[config.mk]
export PLATFORM = sky130hd
export DESIGN_NAME = scan_chain_ctrl
export DESIGN_NICKNAME = d
export VERILOG_FILES = /design/src/rtl/scan_chain_ctrl.sv
export SDC_FILE = /design/constraint.sdc
export NUM_CORES = 1
export LEC_CHECK = 0
export ABC_CLOCK_PERIOD_IN_PS = 1900
export CAP_MARGIN = 20
export CORE_MARGIN = 4
export CORE_UTILIZATION = 30
export CTS_CLUSTER_SIZE = 40
export DETAILED_ROUTE_END_ITERATION = 10
export PLACE_DENSITY_LB_ADDON = 0.3
export SETUP_SLACK_MARGIN = 0.15
export SLEW_MARGIN = 10
export SYNTH_ARGS = -nofsm -noshare
export SYNTH_HDL_FRONTEND = slang
export SYNTH_SLANG_ARGS = --single-unit
[constraint.sdc]
create_clock -name CLK -period 1.9 [get_ports CLK]
set_input_delay 0.38 -clock CLK [delete_from_list [all_inputs] [get_ports CLK]]
set_output_delay 0.38 -clock CLK [all_outputs]
set_load 0.1 [all_outputs]
[src/rtl/scan_chain_ctrl.sv]
// Sequences one mux-scan chain: optional SETB preset, serial load, functional capture, serial unload + compare.
// Latency: START edge to DONE = [SET_CYCLES if preset] + 2*CHAIN_LEN + CAPTURE_CYCLES + 1 cycles.
// Backpressure: none; START is honoured only in IDLE, ignored (not queued) while BUSY.
//
// Ports:
//   CLK, RST        clock shared with the chain flops; synchronous active-high reset
//   START           single-cycle request, sampled only in IDLE together with PRESET_REQ, PAT_IN, EXP_IN
//   PAT_IN          pattern; bit i ends up in flop i (flop 0 nearest SI)
//   EXP_IN          expected response compared against RESP_OUT
//   SO              Q of the last chain flop
//   SE, SI          scan enable / scan in, decoded from registered state only
//   CHAIN_SETB      active-low set to every chain flop, low only in PRESET
//   BUSY, DONE      BUSY high outside IDLE; DONE one-cycle pulse when RESP_OUT/MISMATCH are valid
//   RESP_OUT        unloaded response; bit i = captured value of flop i
//   MISMATCH        RESP_OUT != EXP_IN, valid from DONE until the next START
//   SIGNATURE       16-bit MISR of the unloaded stream when SCAN_CTRL_MISR_EN is defined, else 0
//
// Build option: define SCAN_CTRL_MISR_EN to include the x^16+x^12+x^5+1 MISR.

module scan_chain_ctrl #(
    parameter int CHAIN_LEN      = 8,
    parameter int CAPTURE_CYCLES = 1,
    parameter int SET_CYCLES     = 2
) (
    input  logic                 CLK,
    input  logic                 RST,
    input  logic                 START,
    input  logic                 PRESET_REQ,
    input  logic [CHAIN_LEN-1:0] PAT_IN,
    input  logic [CHAIN_LEN-1:0] EXP_IN,
    input  logic                 SO,
    output logic                 SE,
    output logic                 SI,
    output logic                 CHAIN_SETB,
    output logic                 BUSY,
    output logic                 DONE,
    output logic [CHAIN_LEN-1:0] RESP_OUT,
    output logic                 MISMATCH,
    output logic [15:0]          SIGNATURE
);

    localparam int MAX_A   = (CHAIN_LEN > SET_CYCLES) ? CHAIN_LEN : SET_CYCLES;
    localparam int MAX_CNT = (MAX_A > CAPTURE_CYCLES) ? MAX_A : CAPTURE_CYCLES;
    localparam int CW      = $clog2(MAX_CNT + 1);

    typedef enum logic [2:0] {
        IDLE    = 3'd0,
        PRESET  = 3'd1,
        LOAD    = 3'd2,
        CAPTURE = 3'd3,
        UNLOAD  = 3'd4,
        DONE_ST = 3'd5
    } state_t;

    state_t               state;
    state_t               state_nxt;
    logic [CW-1:0]        cnt;
    logic [CW-1:0]        cnt_load;
    logic                 cnt_zero;
    logic [CHAIN_LEN-1:0] ps;
    logic [CHAIN_LEN-1:0] er;
    logic [CHAIN_LEN-1:0] ps_nxt;
    logic [CHAIN_LEN-1:0] resp_nxt;

    assign cnt_zero = (cnt == '0);

    // Pattern leaves MSB first; response enters at the LSB so the first
    // sample (flop CHAIN_LEN-1) finishes in the MSB. The truncating casts
    // keep both shifts legal for CHAIN_LEN == 1.
    assign ps_nxt   = CHAIN_LEN'({ps, 1'b0});
    assign resp_nxt = CHAIN_LEN'({RESP_OUT, SO});

    // ---------------------------------------------------------------- FSM
    always_ff @(posedge CLK) begin
        if (RST) begin
            state <= IDLE;
        end else begin
            state <= state_nxt;
        end
    end

    always_comb begin
        state_nxt  = state;
        SE         = 1'b0;
        SI         = 1'b0;
        CHAIN_SETB = 1'b1;
        BUSY       = 1'b1;
        DONE       = 1'b0;
        case (state)
            IDLE: begin
                BUSY = 1'b0;
                if (START) begin
                    state_nxt = PRESET_REQ ? PRESET : LOAD;
                end
            end
            PRESET: begin
                CHAIN_SETB = 1'b0;
                if (cnt_zero) begin
                    state_nxt = LOAD;
                end
            end
            LOAD: begin
                SE = 1'b1;
                SI = ps[CHAIN_LEN-1];
                if (cnt_zero) begin
                    state_nxt = CAPTURE;
                end
            end
            CAPTURE: begin
                if (cnt_zero) begin
                    state_nxt = UNLOAD;
                end
            end
            UNLOAD: begin
                SE = 1'b1;
                if (cnt_zero) begin
                    state_nxt = DONE_ST;
                end
            end
            DONE_ST: begin
                DONE      = 1'b1;
                state_nxt = IDLE;
            end
            default: begin
                state_nxt = IDLE;
            end
        endcase
    end

    // Each timed state runs for (load value + 1) cycles: the counter is
    // reloaded on entry and the state exits on the cycle it reads zero.
    always_comb begin
        cnt_load = '0;
        case (state_nxt)
            PRESET:       cnt_load = CW'(SET_CYCLES - 1);
            LOAD, UNLOAD: cnt_load = CW'(CHAIN_LEN - 1);
            CAPTURE:      cnt_load = CW'(CAPTURE_CYCLES - 1);
            default:      cnt_load = '0;
        endcase
    end

    // ----------------------------------------------------------- datapath
    always_ff @(posedge CLK) begin
        if (RST) begin
            cnt      <= '0;
            ps       <= '0;
            er       <= '0;
            RESP_OUT <= '0;
            MISMATCH <= 1'b0;
        end else begin
            if (state_nxt != state) begin
                cnt <= cnt_load;
            end else if (!cnt_zero) begin
                cnt <= cnt - 1'b1;
            end

            case (state)
                IDLE: begin
                    if (START) begin
                        ps       <= PAT_IN;
                        er       <= EXP_IN;
                        RESP_OUT <= '0;
                        MISMATCH <= 1'b0;
                    end
                end
                LOAD: begin
                    ps <= ps_nxt;
                end
                UNLOAD: begin
                    RESP_OUT <= resp_nxt;
                    // Compare on the final shift so MISMATCH is valid in the DONE cycle.
                    if (cnt_zero) begin
                        MISMATCH <= (resp_nxt != er);
                    end
                end
                default: begin
                end
            endcase
        end
    end

`ifdef SCAN_CTRL_MISR_EN
    logic [15:0] misr;
    logic [15:0] misr_nxt;

    // Galois form of x^16+x^12+x^5+1 with the scan-out sample folded into bit 0.
    assign misr_nxt = {misr[14:0], 1'b0} ^ (misr[15] ? 16'h1021 : 16'h0000) ^ {15'd0, SO};

    always_ff @(posedge CLK) begin
        if (RST) begin
            misr      <= '0;
            SIGNATURE <= '0;
        end else if (state == IDLE && START) begin
            misr <= 16'hFFFF;
        end else if (state == UNLOAD) begin
            misr <= misr_nxt;
            if (cnt_zero) begin
                SIGNATURE <= misr_nxt;
            end
        end
    end
`else
    assign SIGNATURE = 16'h0000;
`endif

endmodule
==> results of run 1 <==
[worst min-delay path, stage by stage, from the launching register on]
cell and delay [ns]:
dfxtp_1 0.31, nand2_1 0.05, a21oi_1 0.05
[stage by stage]
step	hold WS, ns	instance area [um2]	utilization
after global placement	0.4398	2196	0.4167
after global routing	0.4754	2298	0.4361
after floorplan	0.4317	1740	-
after detailed placement	0.4507	2196	0.4167
final	0.4564	2298	0.4361
after CTS	0.4597	2286	0.4338
[what timing repair did]
| action | 4_1_cts | 5_1_grt |
|---|---|---|
| resized for setup | 5 | 2 |
| buffers inserted | 0 | 1 |
| endpoints found under the setup margin | 4 | 2 |
| hold buffers | 0 | 0 |
[per-layer routing]
layer / up-vias / part of all wire / track usage
met4: 0 / 0.0086 / 0.03566
met3: 4 / 0.054 / 0.03960
met5: - / 0 / 0
li1: 731 / - / -
met2: 31 / 0.46 / 0.1749
met1: 632 / 0.48 / 0.1351
[state kept, by name, indices dropped and copies added, names as in the netlist]
signal / count
er: 8
state: 3
RESP_OUT: 8
MISMATCH: 1
ps: 8
cnt: 4
[logic make-up after synthesis]
| group | count (synthesis) | synth area share |
|---|---|---|
| adders and majority gates | 1 | 0.007445 |
| and+or+nand+nor | 76 | 0.2673 |
| buffers and inverters | 29 | 0.1162 |
| AOI/OAI and AO/OA | 46 | 0.1675 |
| DFF | 32 | 0.3812 |
| xor gates and xnor gates | 10 | 0.05213 |
| muxes | 1 | 0.005957 |
| other | 1 | 0.002232 |
[power by group through the flow]
stage	combinational (mW)	sequential, mW	clock, mW
final	1.34	0.890	0.492
after floorplan	1.01	0.879	0
after CTS	1.34	0.890	0.511
after global placement	1.32	0.892	0
after global routing	1.45	0.906	0.537
after detailed placement	1.32	0.895	0
[worst min path at each step]
stage	start	to	slack, ns	cells after the start
final	ps[4]	ps[4]	0.46	2
after global routing	ps[7]	ps[7]	0.48	2
after CTS	ps[7]	ps[7]	0.46	2
after detailed placement	ps[7]	ps[7]	0.45	2
after global placement	ps[7]	ps[7]	0.44	2
after floorplan	ps[7]	ps[7]	0.43	2
[final cells by class]
| type | instances | share of cell area |
|---|---|---|
| Clock buffer | 6 | 0.03157 |
| Clock inverter | 1 | 0.002177 |
| Inverter | 2 | 0.003266 |
| Sequential cell | 32 | 0.2825 |
| Tap cell | 70 | 0.03811 |
| Timing Repair Buffer | 45 | 0.2450 |
| Multi-Input combinational cell | 150 | 0.3974 |
[cell usage in the layout (no fill, tap or decap), types with 2 or more instances in the layout]
cell type	instances
nand2_1	33
dfxtp_1	29
a21oi_1	27
clkdlybuf4s50_1	20
conb_1	16
buf_12	14
buf_4	11
xnor2_1	9
nand3_1	8
a22oi_1	7
nor3_1	5
clkbuf_8	5
nor2_1	4
nor3b_1	4
nor3b_4	3
inv_1	2
nand4_1	2
a211oi_1	2
o21bai_1	2
o22ai_1	2
dfxtp_4	2
==> impl_results.md, run 1 <==
- Outcome: complete, no violations
- Cell Rows: 26
- TritonCTS Buffers: 5
- Part of the cycle the worst path needs: 0.9072
- Crit path kind: reg -> out
- Core area: 5270 um2
- CTS max path bufs: 2
- CP Depth: 2
- Mapped Area: 1680 um2
- CP max stage cell: or3_2
- Routability cong.: 0.7630
- Worst Skew: approximately 0.0025 ns
- PD cells: between 1000 and 1500 nW/um2
- DRT iter0 DRCs: roughly 110
- Clk Tree Root Cell: clkbuf_8
- Top cells by area, synth: dfxtp_1 (38%), a21oi_1 (8.0%), buf_4 (8.0%)
- Crit path buffers/inverters: 1
- # port buffers: 34
- Synth area leader: dfxtp_1
- Worst Slack Setup Final: between 0.15 and 0.2 ns
- Sw Share: 0.4240
- RSZ-0062 raised after global routing: yes
- Worst Setup End Kind: output pin
- Largest net degree at the start of global routing: 33
- Final min period: 1.724 ns
- Nets: roughly 260
- Critical-path maximum fanout: 6
- Mapped Cells: 196
- Worst R2R Path Depth: 7
- DRT Pass-1 Iters: 4
- Setup WS pre-CTS: 0.09118 ns
- Post-synth EDFFs: 0
- Crit path largest cell delay: between 0.5 and 0.6 ns
- Synth-to-layout area growth: 36.78%
- Routed via count: 1,398
- Final HPWL DP: 2687 um
- Finished Layout Cells: 306
- Leak pwr: approximately 0.85 nW
- Worst reg-to-reg setup slack: approximately 0.33 ns
- CTS Sinks: 32
- FF-to-FF Start: cnt[0]
- Share of cells above drive strength 1: 0.2034
- Most frequent cell after synthesis: nand2_1
- Max IR drop VDD: roughly 380 uV
- Initial antenna violation count: 0
- Share of total power in combinational logic: 0.492
- WL final: 3720 um
- Global-route wire length before repair: between 6000 and 7000 um
- Critical Path Source: state[1]
- Share of flip-flops with an asynchronous set or reset: 0
- I/O pin count: roughly 50
- Top achievable clock speed: just under 600 MHz
- Worst-Skew Late Latency: between 0.2 and 0.3 ns
- Final Hold Viols: 0
- YS warnings: 0
- Internal power: about 1.6 mW
- Fill cells: approximately 540
- Yosys cell types: 46
- CP Cell Sequence: or3_2 > buf_12
- CP Data Arrival Time: 1.34 ns
- Slew Limit Fails: 0
- Starting density of the core: 0.3189
- Vias per cell: between 4 and 5
- Hold Crit Class: reg -> reg
- Drt drc: 0
- Storage element area: 649.4 um2
- Post-synth top area share: 0.3812
- PnR Total Power: approximately 2.7 mW
- NetSw: between 1 and 1.5 mW
- Die Footprint: slightly below 7000 um2
- Reg2reg end: cnt[2]
- Routed len/inst: between 10 and 15 um
- Die Y: approximately 83 um
- Post-Route Setup TNS: 0 ns
- CTS tree: yes
- Die X: about 83 um
- Clock power frac: 0.181
- All-Layer GR Usage: 0.1089
- Delay-heaviest family, CP: simple AND/OR/NAND/NOR gates
- Diode count: 0
- Critical Path RT: between 1.5 and 2 ns
- Post-synth top cells: nand2_1 (33), dfxtp_1 (32), a21oi_1 (27)
- Vias in the first global route: around 1,300
- CTS H-Tree Depth: 2
- Final Setup Violations: 0
- Area of the multi-input gates: between 900 and 1000 um2
- Total grt overflow: 0
- Ys flop type: dfxtp_1
- Part of the Yosys area used for sequential elements: 0.3812
- Worst Setup Start Kind: flip-flop
- CTS clk-pin slew, worst paths: around 0.060 ns
- Syn avg cell area: 8.573 um2
- Max cap viols: 0
- DP Cell Count: 298
- Post-route ant nets: 0
- Number of synthesized register bits: 32
- Worst Setup EP: BUSY
- Sequential Power Share: 0.327
No activity file was read; power rests on OpenSTA's default activity.
==> inputs of run 2 (changes only) <==
CORE_UTILIZATION = 46   (was 30)
==> impl_results.md, run 2 (synthesized netlist as in run 1, its figures left out) <==
- CTS Sinks: 32 (unchanged)
- Drt drc: 0 (unchanged)
- Vias in the first global route: 1,234 (-6.9%)
- Vias per cell: 5.049 (+11%)
- Final HPWL DP: 2707 um (+0.72%)
- Share of total power in combinational logic: 0.492 (about the same)
- Global-route wire length before repair: 5837 um (-6.1%)
- Crit path kind: reg -> out
- Leak pwr: 0.8774 nW (+3.1%)
- Total grt overflow: 0 (unchanged)
- CP Data Arrival Time: 1.34 ns (about the same)
- Critical-path maximum fanout: 6 (unchanged)
- CTS tree: yes
- # port buffers: 34 (unchanged)
- Cell Rows: 21 (-19%)
- CTS max path bufs: 2 (unchanged)
- RSZ-0062 raised after global routing: yes
- Max IR drop VDD: 687.8 uV (+79%)
- Die Y: 68.44 um (-17%)
- Post-route ant nets: 0 (unchanged)
- Worst reg-to-reg setup slack: 0.20 ns (-0.13 ns)
- I/O pin count: 51 (unchanged)
- Top achievable clock speed: 583.0 MHz (+0.49%)
- DRT iter0 DRCs: 96 (-11%)
- Finished Layout Cells: 286 (-6.5%)
- PD cells: 1239 nW/um2 (+4.7%)
- Max cap viols: 0 (unchanged)
- Final Setup Violations: 0 (unchanged)
- Critical Path RT: 1.52 ns (about the same)
- Part of the cycle the worst path needs: 0.9027 (-0.004448)
- Slew Limit Fails: 0 (unchanged)
- Worst Setup End Kind: output pin
- Initial antenna violation count: 0 (unchanged)
- WL final: 3871 um (+4.1%)
- Synth-to-layout area growth: 37.38%
- Core area: 3442 um2 (-35%)
- NetSw: 1.177 mW (+2.0%)
- Hold Crit Class: reg -> reg
- Final Hold Viols: 0 (unchanged)
- Largest net degree at the start of global routing: 18 (-45%)
- Nets: 262 (+1.6%)
- Clk Tree Root Cell: clkbuf_8
- All-Layer GR Usage: 0.1708 (+0.06183)
- Routability cong.: 0.8008 (+5.0%)
- CTS clk-pin slew, worst paths: 0.07 ns (about the same)
- Post-Route Setup TNS: 0 ns (unchanged)
- Commonest non-fill, non-tap cell in the layout: nand2_1
- Worst Setup Start Kind: flip-flop
- Worst Skew: 0.008510 ns (+0.006041 ns)
- Starting density of the core: 0.4882 (+0.1693)
- Worst-Skew Late Latency: 0.28 ns (about the same)
- Outcome: complete, no violations
- Die X: 68.44 um (-17%)
- Routed via count: 1,444 (+3.3%)
- Most frequent cells in the layout: nand2_1 (33), dfxtp_1 (29), a21oi_1 (27), clkdlybuf4s50_1 (20), conb_1 (16)
- Sw Share: 0.4113 (-0.01275)
- Diode count: 0 (unchanged)
- Share of cells above drive strength 1: 0.2250 (+0.02161)
- Clock power frac: 0.196 (+0.015)
- Internal power: 1.684 mW (+7.5%)
- DP Cell Count: 274 (-8.1%)
- CTS H-Tree Depth: 2 (unchanged)
- Routed len/inst: 13.53 um (+11%)
- TritonCTS Buffers: 5 (unchanged)
- Sequential Power Share: 0.311 (-0.016)
- Final min period: 1.715 ns (-0.008451 ns)
- Biggest regs: RESP_OUT: 8 flops, er: 8 flops, ps: 8 flops
- Die Footprint: 4684 um2 (-32%)
- DRT Pass-1 Iters: 4 (unchanged)
-- run 2: path summary, 6_finish.rpt --
path                 start       end  cells after the start
setup / recovery  state[1]      BUSY                      2
hold / removal       ps[3]     ps[3]                      2
setup reg to reg    cnt[0]  state[1]                      6
hold reg to reg      ps[3]     ps[3]                      2
-- run 2: through the flow --
| stage | setup slack [ns] | power (mW) | hold slack [ns] | util | instance area [um2] |
|---|---|---|---|---|---|
| 2_1_floorplan | 0.09624 | 1.893 | 0.4317 | - | 1740 |
| 3_3_place_gp | 0.1663 | 2.167 | 0.4398 | 0.6256 | 2153 |
| 3_5_place_dp | 0.1425 | 2.189 | 0.4506 | 0.6256 | 2153 |
| 4_1_cts | 0.1579 | 2.786 | 0.4590 | 0.6605 | 2273 |
| 5_1_grt | 0.1055 | 3.020 | 0.4829 | 0.6707 | 2308 |
| 6_report | 0.1848 | 2.861 | 0.4571 | 0.6707 | 2308 |
-- run 2: repair_timing --
item | in CTS | in global routing
buffers inserted | 2 | 3
pin swaps | 0 | 1
setup endpoints to repair | 4 | 4
hold buffers | 0 | 0
gates resized for setup | 4 | 4
endpoints found under the hold margin | 0 | 0
-- run 2: power by group through the flow --
| stage | Clock [mW] | Combinational [mW] | Sequential [mW] |
|---|---|---|---|
| after global routing | 0.601 | 1.51 | 0.910 |
| after CTS | 0.578 | 1.32 | 0.889 |
| after floorplan | 0 | 1.01 | 0.879 |
| after global placement | 0 | 1.28 | 0.892 |
| after detailed placement | 0 | 1.29 | 0.902 |
| final | 0.562 | 1.41 | 0.891 |
-- run 2: area by class of cell --
type                            count  area [um2]
Multi-Input combinational cell    150       915.9
Inverter                            2       7.507
Clock buffer                        7       96.34
Sequential cell                    32       646.9
Tap cell                           46       57.56
Timing Repair Buffer               49       584.3
Fill cell                         299        1134
-- run 2: layer usage --
layer  vias up  GRT usage  part of all wire
met5         -          0                 0
met4         0    0.07444             0.018
met3         5    0.04926             0.053
met2        35     0.2718              0.50
met1       668     0.2124              0.43
li1        736          -                 -
-- run 2: critical path: stages (launching register included) --
cell     delay [ns]
dfxtp_2        0.35
or3_2          0.51
buf_12         0.18
